### src/rtl/alu_op_dispatch.sv
// Registered opcode dispatcher for the 8-bit ALU: valid/ready accept, one-hot unit enables, multi-cycle mul.
// Optional illegal-opcode counter is built when ALU_DISPATCH_ILLEGAL_CNT_EN is defined.
module alu_op_dispatch #(
   parameter int OP_W    = 3,
   parameter int MUL_LAT = 4
) (
   input  logic            clk,
   input  logic            rst,
   input  logic            op_valid,
   output logic            op_ready,
   input  logic [OP_W-1:0] op,
   output logic            en_add,
   output logic            en_sub,
   output logic            en_mul,
   output logic            en_logic,
   output logic [1:0]      logic_sel,
   output logic            busy,
   output logic            done,
   output logic            illegal,
   output logic [7:0]      illegal_cnt
);
   localparam int CNT_W = $clog2(MUL_LAT + 1);
   localparam logic [1:0] S_IDLE = 2'd0;
   localparam logic [1:0] S_EXEC = 2'd1;
   localparam logic [1:0] S_MUL  = 2'd2;

   logic [1:0]       state;
   logic [CNT_W-1:0] cnt;
   logic             accept;
   logic             dec_add, dec_sub, dec_mul, dec_logic, dec_ill;
   logic [1:0]       dec_sel;

   always_comb begin
      dec_add   = (op == OP_W'(0));
      dec_sub   = (op == OP_W'(1));
      dec_mul   = (op == OP_W'(2));
      dec_logic = (op >= OP_W'(3)) && (op <= OP_W'(6));
      dec_ill   = (op >= OP_W'(7));
      // codes 3..6 map onto logic functions 0..3
      dec_sel   = op[1:0] - 2'd3;
   end

   assign op_ready = (state == S_IDLE) && !rst;
   assign busy     = (state != S_IDLE);
   assign accept   = op_valid && op_ready;

   always_ff @(posedge clk) begin
      if (rst) begin
         state     <= S_IDLE;
         cnt       <= '0;
         en_add    <= 1'b0;
         en_sub    <= 1'b0;
         en_mul    <= 1'b0;
         en_logic  <= 1'b0;
         logic_sel <= 2'd0;
         done      <= 1'b0;
         illegal   <= 1'b0;
      end else begin
         en_add   <= 1'b0;
         en_sub   <= 1'b0;
         en_mul   <= 1'b0;
         en_logic <= 1'b0;
         done     <= 1'b0;
         illegal  <= 1'b0;
         case (state)
            S_IDLE: begin
               if (accept) begin
                  if (dec_ill) begin
                     illegal <= 1'b1;
                  end else if (dec_mul) begin
                     state  <= S_MUL;
                     cnt    <= CNT_W'(MUL_LAT - 1);
                     en_mul <= 1'b1;
                     done   <= (MUL_LAT == 1);
                  end else begin
                     state    <= S_EXEC;
                     en_add   <= dec_add;
                     en_sub   <= dec_sub;
                     en_logic <= dec_logic;
                     done     <= 1'b1;
                     if (dec_logic) logic_sel <= dec_sel;
                  end
               end
            end
            S_EXEC: state <= S_IDLE;
            S_MUL: begin
               // done is registered, so it is raised on the edge that makes cnt reach zero
               if (cnt != '0) begin
                  cnt    <= cnt - 1'b1;
                  en_mul <= 1'b1;
                  done   <= (cnt == CNT_W'(1));
               end else begin
                  state <= S_IDLE;
               end
            end
            default: state <= S_IDLE;
         endcase
      end
   end

`ifdef ALU_DISPATCH_ILLEGAL_CNT_EN
   logic [7:0] ill_cnt_q;

   always_ff @(posedge clk) begin
      if (rst)
         ill_cnt_q <= 8'd0;
      else if (accept && dec_ill && (ill_cnt_q != 8'hFF))
         ill_cnt_q <= ill_cnt_q + 8'd1;
   end

   assign illegal_cnt = ill_cnt_q;
`else
   assign illegal_cnt = 8'd0;
`endif

endmodule

### config.mk
export PLATFORM = sky130hd
export DESIGN_NAME = alu_op_dispatch
export DESIGN_NICKNAME = d
export VERILOG_FILES = /design/src/rtl/alu_op_dispatch.sv
export SDC_FILE = /design/constraint.sdc
export NUM_CORES = 1
export LEC_CHECK = 0
export ABC_AREA = 1
export CAP_MARGIN = 10
export CORE_MARGIN = 4
export CORE_UTILIZATION = 45
export DETAILED_ROUTE_END_ITERATION = 8
export GPL_TIMING_DRIVEN = 0
export PLACE_DENSITY_LB_ADDON = 0.2
export SLEW_MARGIN = 40
export SYNTH_ARGS = -nofsm -noshare
export SYNTH_HDL_FRONTEND = slang
export SYNTH_SLANG_ARGS = --single-unit
### constraint.sdc
create_clock -name clk -period 1.7 [get_ports clk]
set_input_delay 0.17 -clock clk [delete_from_list [all_inputs] [get_ports clk]]
set_output_delay 0.17 -clock clk [all_outputs]
set_load 0.1 [all_outputs]
; After elaboration in Yosys (flattened, before gate mapping)
; Cells that the tools add are included.
[word_totals]
ff_bits = 13
in_bits = 6
output_inout_bits = 18
word_cells = 62
[classes]
n_addsub = 2
order_cmp = 3
eq_ne = 9
muxes = 21
bitwise = 4
n_reduce_logical = 14
[op_table]
columns = op, count
row1 = $mux W3, 4
row2 = $ne A2 B2 Y1 const B, 5
row3 = $reduce_and A5 Y1, 2
row4 = $mux W1, 9
row5 = $mux W2, 4
row6 = $eq A3 B1 Y1 const B, 2
row7 = $pmux W3 S2, 1
row8 = $reduce_or A5 Y1, 1
row9 = $not A1 Y1, 4
row10 = $pmux W1 S2, 2
row11 = $pmux W2 S2, 1
row12 = $reduce_bool A2 Y1, 2
row13 = $eq A3 B2 Y1 const B, 1
row14 = $ge A3 B2 Y1 const B, 1
row15 = $ge A3 B3 Y1 const B, 1
row16 = $le A3 B3 Y1 const B, 1
row17 = $logic_and A1 B1 Y1, 3
row18 = $logic_not A3 Y1, 1
row19 = $reduce_and A3 Y1, 1
row20 = $reduce_bool A3 Y1, 1
row21 = $reduce_or A3 Y1, 1
row22 = $sub A3 B1 Y3 const B, 1
row23 = $eq A2 B2 Y1 const B, 1
row24 = $logic_not A2 Y1, 1
row25 = 2 further kinds, 2

; Logic depth before layout (Yosys ltp)
[logic_depth]
word_depth = 5
depth_mapped = 10
mapped_depth_nobuf = 10

; Least setup slack after synthesis
; Ideal clock, no wire load.
[synth_timing]
kind = register to output
startpoint = register state[0]
endpoint = output op_ready
arrival_ps = 2286
setup_slack_ps = -756
stages_incl_launch_ff = 4
path_buffers = 0
cell_sequence = dfxtp_1 nor2_2 inv_1 nor2_1
[synth_between]
elab_chain_cells = 2
[synth_rtl]
columns = item, line
row1 = start: declaration, 27  ; logic [1:0] state;
row2 = start signal: assignment, 49  ; state <= S_IDLE;
row3 = start signal: assignment, 71  ; state <= S_MUL;
row4 = start signal: assignment, 76  ; state <= S_EXEC;
row5 = $logic_not A2 Y1, 43  ; assign op_ready = (state == S_IDLE) && !rst;
row6 = $logic_and A1 B1 Y1, 43
row7 = end: declaration, 10  ; output logic op_ready,
; No other way between the ends.

; Worst setup path after layout
; Ends and elaborated chain as after synthesis.

==> metrics.txt <==
# TYPE chip_impl_metric gauge
chip_impl_info{name="r2r_start",value="cnt[0]"} 1
chip_impl_metric{name="route.vias.total",unit=""} 603
chip_impl_metric{name="crit_path_max_fanout",unit=""} 4
chip_impl_metric{name="chipHeight",unit="um"} 47.8
chip_impl_metric{name="setup_tns",unit="ns"} 0
chip_impl_metric{name="post-route-drc-count",unit=""} 0
chip_impl_metric{name="area_growth_syn_to_layout",unit="%"} 25.3
chip_impl_metric{name="crit_arrival",unit="ns"} 1.39
chip_impl_metric{name="gr-usage-met2",unit=""} 0.179
chip_impl_metric{name="die-width",unit="um"} 47.8
chip_impl_info{name="r2r-end",value="cnt[2]"} 1
chip_impl_metric{name="first_global_vias",unit=""} 472
chip_impl_metric{name="antenna-diode-count",unit=""} 0
chip_impl_metric{name="core-area",unit="mm2"} 0.00151
chip_impl_metric{name="hold_depth",unit=""} 2
chip_impl_metric{name="post_layout_nonfiller_instances",unit=""} 137
chip_impl_metric{name="preCtsSetupSlack",unit="ns"} -0.0614
chip_impl_info{name="root_buffer",value="clkbuf_4"} 1
chip_impl_metric{name="drc_violation_total_after_the_first_tritonroute_iteration",unit=""} 5
chip_impl_metric{name="globalplace.congestion",unit=""} 0.729
chip_impl_metric{name="layout_fillers",unit=""} 147
chip_impl_info{name="critical_path.startpoint",value="state[0]"} 1
chip_impl_metric{name="initial_antenna_violation_count",unit=""} 0
chip_impl_info{name="synth.top_cells.by_count",value="nand2_1 (18), dfxtp_1 (13), inv_1 (13), nor2_1 (10), buf_4 (8)"} 1
chip_impl_metric{name="detailed_place.area",unit="um2"} 867
chip_impl_metric{name="irDropWorstVdd",unit="uV"} 488
chip_impl_metric{name="wire_length_of_the_first_global_routing_pass",unit="um"} 1870
chip_impl_metric{name="timing.final.setup_violations",unit=""} 0
chip_impl_metric{name="final_count_of_pins_violating_max_slew",unit=""} 0
chip_impl_metric{name="hpwlAfterDp",unit="um"} 1030
chip_impl_metric{name="yosys.area.top_type_share",unit=""} 0.365
chip_impl_info{name="worstHoldStart",value="logic_sel[0]"} 1
chip_impl_metric{name="grt_start_max_net_pins",unit=""} 8
chip_impl_metric{name="vias_per_cell",unit=""} 4.40
chip_impl_metric{name="avgSynthCellArea",unit="um2"} 7.51
chip_impl_metric{name="netlist_instances",unit=""} 95
chip_impl_metric{name="io_buffer_count",unit=""} 15
chip_impl_metric{name="regToRegSetupSlack",unit="ns"} 0.40
chip_impl_metric{name="groute.layer.met3.usage",unit=""} 0.0338
chip_impl_metric{name="cts.path.max_buffers",unit=""} 2
chip_impl_info{name="hold-path-endpoint",value="logic_sel[0]"} 1
chip_impl_metric{name="postCtsResizedCells",unit=""} 0
chip_impl_metric{name="synth.distinct_cells",unit=""} 16
chip_impl_metric{name="layout.cell_area.non_filler",unit="um2"} 893
chip_impl_metric{name="initial_utilization",unit=""} 0.473
chip_impl_metric{name="cts_hold_buf",unit=""} 0
chip_impl_metric{name="max_cap_viol_count",unit=""} 0
chip_impl_metric{name="reg2regPathDepth",unit=""} 8
chip_impl_metric{name="post_syn_area",unit="um2"} 713
chip_impl_metric{name="synth_edf_count",unit=""} 0
chip_impl_info{name="run_status",value="completed"} 1
chip_impl_info{name="synth_top_area_cell",value="dfxtp_1"} 1
chip_impl_info{name="yosysMostFrequentCell",value="nand2_1"} 1
chip_impl_metric{name="gr-usage-met1",unit=""} 0.149
chip_impl_metric{name="num_io_pins",unit=""} 24
chip_impl_metric{name="layout.core_utilization",unit=""} 0.593
chip_impl_info{name="unrepaired_setup_endpoints_after_global_routing",value="no"} 1
chip_impl_metric{name="cts.repair_timing.setup_buffer_count",unit=""} 0
chip_impl_metric{name="grt.overflow.total",unit=""} 0
chip_impl_metric{name="hold-worst-slack",unit="ns"} 0.490
chip_impl_metric{name="cts_inserted_buffers",unit=""} 3
chip_impl_metric{name="min_period",unit="ns"} 1.56
chip_impl_info{name="tritoncts",value="built"} 1
chip_impl_metric{name="worst_clock_skew",unit="ns"} 0.00629
chip_impl_metric{name="route.detailed.wl_per_inst",unit="um"} 9.03
chip_impl_info{name="worst_setup_path_start_kind",value="flop"} 1
chip_impl_info{name="grt_busiest_layer",value="met2"} 1
chip_impl_metric{name="overall_die_area",unit="mm2"} 0.00229
chip_impl_metric{name="multiInputGateArea",unit="um2"} 367
chip_impl_metric{name="detail_route.wirelength",unit="um"} 1240
chip_impl_metric{name="synth-seq-area-share",unit=""} 0.365
chip_impl_metric{name="grt.total_usage",unit=""} 0.120
chip_impl_info{name="synth_top_cells_by_area",value="dfxtp_1 (36%), ha_1 (12%), nand2_1 (9.5%)"} 1
chip_impl_metric{name="layout-drive-gt1-share",unit=""} 0.264
chip_impl_metric{name="dpl.cell_count",unit=""} 133
chip_impl_metric{name="ys_warn_count",unit=""} 0
chip_impl_metric{name="cts.sinks",unit=""} 13
chip_impl_metric{name="fmaxAchievable",unit="MHz"} 642
chip_impl_metric{name="rows",unit=""} 14
chip_impl_metric{name="p_per_area",unit="mW/mm2"} 856
chip_impl_metric{name="drt.antenna.violating_nets",unit=""} 0
chip_impl_metric{name="synth_async_sr_flop_share",unit=""} 0
chip_impl_metric{name="num-nets-final",unit=""} 135
chip_impl_metric{name="clk_pin_slew",unit="ns"} 0.08
chip_impl_metric{name="power",unit="mW"} 0.765
chip_impl_metric{name="timing.critical_path.required",unit="ns"} 1.53
chip_impl_metric{name="static-leakage-power",unit="nW"} 0.475
chip_impl_metric{name="report.final.hold_viol_count",unit=""} 0
chip_impl_metric{name="post-route-worst-setup-slack",unit="ns"} 0.141
chip_impl_info{name="critical_path.endpoint_type",value="output pin"} 1
chip_impl_metric{name="clkLatencyLatePin",unit="ns"} 0.28
chip_impl_info{name="holdCritPathClass",value="reg -> reg"} 1
chip_impl_info{name="path_class",value="reg -> out"} 1
chip_impl_metric{name="storage_element_area",unit="um2"} 260
chip_impl_metric{name="dr.pass1.iters",unit=""} 4
chip_impl_metric{name="synth_seq_cells",unit=""} 13
chip_impl_info{name="synth_ff_type",value="dfxtp_1"} 1
chip_impl_metric{name="clock_tree.htree_level_count",unit=""} 1
chip_impl_metric{name="fin_crit_sh",unit=""} 0.917
-- cells in the final DEF (no fill, tap or decap), drive strengths merged --
master | Yosys | final
inv | 16 | 16
a21oi | 8 | 8
nand3 | 7 | 7
conb | 1 | 8
dfxtp | 13 | 13
nor2 | 13 | 13
o21ai | 4 | 4
nand2 | 18 | 18
ha | 7 | 7
clkdlybuf4s50 | 0 | 5
buf | 8 | 18
clkbuf | 0 | 4
-- logic make-up (layout without fill, tap and decap cells) --
family	Yosys count	in the layout	synth area share
DFF	13	13	0.365
buffers and inverters	24	43	0.168
and+or+nand+nor	38	38	0.244
other	1	8	0.00526
adders and majority gates	7	7	0.123
AOI/OAI and AO/OA	12	12	0.0947
-- worst max path at each step --
stage / end / slack (ns)
final: op_ready / 0.14
after CTS: op_ready / 0.12
after global routing: op_ready / 0.05
after global placement: op_ready / -0.47
after detailed placement: logic_sel[1] / -0.06
after floorplan: op_ready / -0.0004
-- report_power, final --
group          internal [mW]  total, mW  switching (mW)
registers              0.314      0.319         0.00425
clock network         0.0910      0.190          0.0990
logic                 0.0524      0.256           0.203
-- flip-flops by register name (all words and copies together) (netlist names) --
name,cells
cnt,3
logic_sel,2
state,2
done,1
en_add,1
en_logic,1
en_mul,1
en_sub,1
illegal,1
-- per-layer routing --
metal,wire (um),share of wire
met1,556,0.45
met2,564,0.46
met3,89,0.072
met4,27,0.022
met5,0,0
-- area by class of cell --
| cell class | instances | share of cell area |
|---|---|---|
| inverter | 16 | 0.0672 |
| timing repair buffer | 15 | 0.112 |
| tap | 16 | 0.0224 |
| sequential | 13 | 0.291 |
| buffer | 8 | 0.0672 |
| multi-input combinational | 65 | 0.410 |
| clock buffer | 4 | 0.0294 |
-- critical path, cell delays in order (launching register included) --
cell and delay (ns):
dfxtp_1 0.33, nor2_2 0.18, inv_1 0.11, nor2_4 0.08
buf_2 0.42
No activity file was read; power rests on OpenSTA's default activity.
